[config.mk]
export PLATFORM = sky130hd
export DESIGN_NAME = alu_add_sub_pipe
export DESIGN_NICKNAME = d
export VERILOG_FILES = /design/src/rtl/alu_add_sub_pipe.sv
export SDC_FILE = /design/constraint.sdc
export NUM_CORES = 1
export LEC_CHECK = 0
export BUFFER_PORTS_ARGS = -buffer_cell sky130_fd_sc_hd__buf_2
export CORE_MARGIN = 2
export CORE_UTILIZATION = 46
export DETAILED_ROUTE_END_ITERATION = 8
export GPL_ROUTABILITY_DRIVEN = 0
export PLACE_DENSITY = 0.73
export REMOVE_ABC_BUFFERS = 1
export SYNTH_ARGS = -nofsm -noshare
export SYNTH_HDL_FRONTEND = slang
export SYNTH_SLANG_ARGS = --single-unit
[constraint.sdc]
create_clock -name i_clk -period 4.2 [get_ports i_clk]
set_input_delay 0.63 -clock i_clk [delete_from_list [all_inputs] [get_ports i_clk]]
set_output_delay 0.63 -clock i_clk [all_outputs]
set_load 0.02 [all_outputs]
[src/rtl/alu_add_sub_pipe.sv]
// Pipelined adder/subtractor: the carry chain is cut into STAGES registered segments, with valid/ready flow control.
// Optional signed saturation driven by i_sat is built only when ALU_ADD_SUB_SAT_EN is defined.
module alu_add_sub_pipe #(
  parameter int WIDTH  = 32,
  parameter int STAGES = 4
) (
  input  logic             i_clk,
  input  logic             i_reset,
  input  logic             i_valid,
  output logic             o_ready,
  input  logic [WIDTH-1:0] i_a,
  input  logic [WIDTH-1:0] i_b,
  input  logic             i_sub,
  input  logic             i_sat,
  output logic             o_valid,
  input  logic             i_ready,
  output logic [WIDTH-1:0] o_result,
  output logic             o_carry,
  output logic             o_overflow,
  output logic             o_zero,
  output logic             o_neg
);
  localparam int SEG = WIDTH / STAGES;

  logic              adv;
  logic [STAGES-1:0] vld_q;
  logic [WIDTH-1:0]  b_in;

  assign o_valid = vld_q[STAGES-1];
  assign adv     = !o_valid || i_ready;
  assign o_ready = adv;
  assign b_in    = i_sub ? ~i_b : i_b;

`ifndef ALU_ADD_SUB_SAT_EN
  logic sat_unused;
  assign sat_unused = i_sat;
`endif

  always_ff @(posedge i_clk or negedge i_reset)
    if (!i_reset)  vld_q <= '0;
    else if (adv)  vld_q <= STAGES'({vld_q, i_valid});

  for (genvar k = 0; k < STAGES; k++) begin : g_stg
    // Each stage consumes the low SEG bits of what is left of the operands
    // and hands only the untouched upper bits down the pipe.
    localparam int SRC = WIDTH - k*SEG;
    localparam int REM = SRC - SEG;

    logic [SRC-1:0]         a_src, b_src;
    logic                   c_src;
    logic [SEG:0]           sum;
    logic [(k+1)*SEG-1:0]   r_d, r_nx, r_q;
    logic                   c_q;
`ifdef ALU_ADD_SUB_SAT_EN
    logic                   s_src;
`endif

    if (k == 0) begin : g_head
      assign a_src = i_a;
      assign b_src = b_in;
      assign c_src = i_sub;
      assign r_d   = sum[SEG-1:0];
`ifdef ALU_ADD_SUB_SAT_EN
      assign s_src = i_sat;
`endif
    end else begin : g_body
      assign a_src = g_stg[k-1].g_fwd.a_q;
      assign b_src = g_stg[k-1].g_fwd.b_q;
      assign c_src = g_stg[k-1].c_q;
      assign r_d   = {sum[SEG-1:0], g_stg[k-1].r_q};
`ifdef ALU_ADD_SUB_SAT_EN
      assign s_src = g_stg[k-1].g_fwd.s_q;
`endif
    end

    assign sum = {1'b0, a_src[SEG-1:0]} + {1'b0, b_src[SEG-1:0]} + {{SEG{1'b0}}, c_src};

    always_ff @(posedge i_clk or negedge i_reset)
      if (!i_reset) begin
        r_q <= '0;
        c_q <= 1'b0;
      end else if (adv) begin
        r_q <= r_nx;
        c_q <= sum[SEG];
      end

    if (REM > 0) begin : g_fwd
      logic [REM-1:0] a_q, b_q;
`ifdef ALU_ADD_SUB_SAT_EN
      logic           s_q;
`endif
      always_ff @(posedge i_clk or negedge i_reset)
        if (!i_reset) begin
          a_q <= '0;
          b_q <= '0;
`ifdef ALU_ADD_SUB_SAT_EN
          s_q <= 1'b0;
`endif
        end else if (adv) begin
          a_q <= a_src[SRC-1:SEG];
          b_q <= b_src[SRC-1:SEG];
`ifdef ALU_ADD_SUB_SAT_EN
          s_q <= s_src;
`endif
        end
    end

    if (k == STAGES-1) begin : g_tail
      logic ovf_d, ovf_q, z_q, n_q;
      // Carry into the MSB is recovered from the MSB sum bit and its operand bits.
      assign ovf_d = sum[SEG] ^ (a_src[SEG-1] ^ b_src[SEG-1] ^ sum[SEG-1]);
`ifdef ALU_ADD_SUB_SAT_EN
      always_comb begin
        r_nx = r_d;
        if (s_src && ovf_d)
          r_nx = a_src[SEG-1] ? {1'b1, {(WIDTH-1){1'b0}}} : {1'b0, {(WIDTH-1){1'b1}}};
      end
`else
      assign r_nx = r_d;
`endif
      always_ff @(posedge i_clk or negedge i_reset)
        if (!i_reset) begin
          ovf_q <= 1'b0;
          z_q   <= 1'b0;
          n_q   <= 1'b0;
        end else if (adv) begin
          ovf_q <= ovf_d;
          z_q   <= (r_nx == '0);
          n_q   <= r_nx[WIDTH-1];
        end
      assign o_result   = r_q;
      assign o_carry    = c_q;
      assign o_overflow = ovf_q;
      assign o_zero     = z_q;
      assign o_neg      = n_q;
    end else begin : g_mid
      assign r_nx = r_d;
    end
  end
endmodule

==> flow_metrics.py <==
metrics = {
    "timing": {
        "hold_viol": 0,
        "rsz0062_at_grt": "no",
        "slew-limit-headroom_pct": 43.0,
        "finalCriticalPeriod_ns": 2.72,
        "whs_ns": 0.284,
        "max_freq_mhz": 367,
        "slew_viol_final": 0,
        "fin_worst_skew_ns": 0.00902,
        "setup_violations": 0,
        "tightestPinTransition_ns": 0.856,
        "timing.final.crit_share_pct": 64.8,
    },
    "worst_setup_path": {
        "critPathKind": "reg2reg",
        "cp-startpoint": "g_stg[2].c_q",
        "cp_data_arrival_time_ns": 3.04,
        "reg2regPathDepth": 8,
        "required_ns": 4.51,
        "crit_path_end_kind": "flop",
        "startpoint_type": "flop",
        "r2r_start": "g_stg[2].c_q",
        "cp_max_fo": 3,
    },
    "routing": {
        "dr.pass1.iters": 4,
        "routed-wl-met2_mm": 7.82,
        "avgViaCountPerCell": 4.92,
        "wl_per_cell_um": 13.3,
        "wl_met3_um": 636,
        "first_iter_violations": 379,
        "num_vias": 6194,
        "top_layer": "met4",
        "drtAntennaViolNets": 0,
        "wirelength_mm": 16.8,
        "wirelength_met1_mm": 8.08,
        "drcViolationCount": 0,
    },
    "power": {
        "ir_worst_vdd_mv": 0.496,
        "p_leak_nw": 5.04,
        "cellPowerDensity_mw_per_mm2": 787,
    },
    "clock_network": {
        "htree_levels": 4,
        "tritoncts": "yes",
        "hold_buffers": 0,
        "cts-resized-gates": 0,
        "clk_pin_slew_ns": 0.06,
        "cts_buffers": 17,
        "clockRootBuffer": "clkbuf_16",
        "postCtsSetupRepairBufs": 0,
        "worstSkewPairLatency_ns": 0.43,
        "cts_buffer_depth": 2,
        "clock_sinks": 186,
    },
    "logic_synthesis": {
        "synth_area_mm2": 0.00841,
        "synthArstFlopShare_pct": 100,
        "yosys_warnings": 0,
        "synth.area.top_cells": "dfrtp_1 (55%), nand2_1 (19%), ha_1 (4.2%)",
        "synth_top_area_share_pct": 55.3,
        "avgSynthCellArea_um2": 9.08,
        "synth_area_leader_cell": "dfrtp_1",
        "synth_cell_type_count": 42,
        "synth_edf_count": 0,
        "synth_cells": 927,
        "ys.flop_type": "dfrtp_1",
        "synth_common_cells": "nand2_1 (424), dfrtp_1 (186), o21ai_1 (46)",
        "synth_seq_cells": 186,
        "synth-seq-area-share_pct": 55.3,
        "synth_most_common_cell": "nand2_1",
    },
    "die": {
        "coreArea_mm2": 0.0180,
        "die-area_mm2": 0.0194,
        "row_count": 49,
        "chipWidth_um": 139,
        "die_h_um": 139,
        "ioPinCount": 108,
        "start_util_pct": 46.8,
    },
    "global_route": {
        "grt_max_degree": 109,
        "overflow": 0,
        "grt_pass1_vias": 6155,
        "grt_pass1_wl_mm": 29.1,
        "grt_use_total_pct": 18.4,
        "antenna_found_initial": 0,
    },
    "placement": {
        "post_dp_cell_area_mm2": 0.00915,
        "hpwl_mm": 11.3,
        "portBuffers": 106,
    },
    "run_status": {
        "status": "finished clean",
    },
    "layout": {
        "drive_above_1_share_pct": 15.1,
        "nets": 1122,
        "postLayoutCellArea_mm2": 0.00980,
        "num_antenna_cells": 0,
        "syn_to_final_growth_pct": 16.5,
    },
    "run": {
        "maxCapViolations": 0,
    },
    "worst_hold_path": {
        "hold_class": "in2async",
    },
}
[through the flow]
stage | instances | TNS, ns | total power [mW] | utilization (%) | setup slack, ns
CTS | 1259 | 0 | 7.80 | 54.6 | 1.47
floorplan | 882 | -1351.12 | 5.26 | - | -8.54
detailed placement | 1227 | 0 | 5.99 | 50.9 | 1.44
global placement | 1227 | 0 | 5.88 | 50.9 | 1.50
global route | 1259 | 0 | 8.35 | 54.6 | 1.30
finish | 1259 | 0 | 7.72 | 54.6 | 1.48
[path summary, 6_finish.rpt]
| kind | slack [ns] | end |
|---|---|---|
| max reg2reg | 1.48 | o_overflow |
| max in group asynchronous | 2.98 | g_stg[1].r_q[10] |
| min in group i_clk | 0.39 | g_stg[0].g_fwd.a_q[3] |
| min reg2reg | 0.46 | o_result[5] |
| max | 1.48 | o_overflow |
| min | 0.28 | vld_q[3] |
[area by class of cell]
cell class,count,area [um^2]
tap,229,287
clock inverter,14,218
clock buffer,18,439
fill,1650,8160
inverter,19,73.8
multi-input combinational,677,3520
sequential,186,4650
timing repair buffer,116,614
[layout by cell type, fill, tap and decap left out, types with 3 or more instances in the layout]
master      netlist  layout
o31ai_1           9       9
dfrtp_1         186     186
buf_2             5     105
a31oi_1           3       3
inv_1            18      18
nor4_1            6       6
fa_1              7       7
nand2_1         424     424
clkinvlp_4        0       3
inv_6             0       3
xor2_1           13      13
o21ai_0           4       4
or3_1             3       3
buf_4             1      10
o21bai_1          4       4
xnor2_1          34      34
o21a_1            7       7
o21ai_1          46      46
a21oi_1          20      20
a21o_1            6       6
nor2_1           23      23
nor3_1           11      11
clkbuf_16         0      17
bufinv_16         0       5
a211oi_1          5       5
ha_1             28      28
[kinds of logic (layout without fill, tap and decap cells)]
| logic type | count (synthesis) | count (layout) | synth area share [%] |
|---|---|---|---|
| xor+xnor | 47 | 47 | 4.89 |
| buf+inv | 64 | 167 | 2.97 |
| compound gates | 114 | 114 | 8.40 |
| simple gates | 479 | 479 | 22.3 |
| mux | 2 | 2 | 0.312 |
| flops | 186 | 186 | 55.3 |
| fa+ha+maj | 35 | 35 | 5.83 |
[power breakdown]
group	switching (mW)	leakage, nW	internal, mW	total [mW]
clock network	0.695	0.313	1.08	1.77
registers	0.470	2.25	2.59	3.06
logic	1.73	2.48	1.16	2.89
[sequential cells by signal, summed over array words and instances, names as in the netlist, 3 cells and up]
register	flops
o_result	32
vld_q	4
g_stg.g_fwd.b_q	48
g_stg.c_q	3
g_stg.g_fwd.a_q	48
g_stg.r_q	48
[metal layers]
layer	global-route usage (%)	up-vias
li1	-	3147
met1	25.2	2927
met2	29.4	108
met3	4.27	12
met4	5.48	0
met5	0	-
[critical path: stages (launching register included)]
cell and delay (ns):
dfrtp_1 0.40, fa_1 0.49, fa_1 0.46, a211oi_2 0.25, o21ai_1 0.13, a2111oi_2 0.36, or3_1 0.20, xnor2_1 0.07
mux2_4 0.26
Note: power is estimated with default switching activity, not from simulation.
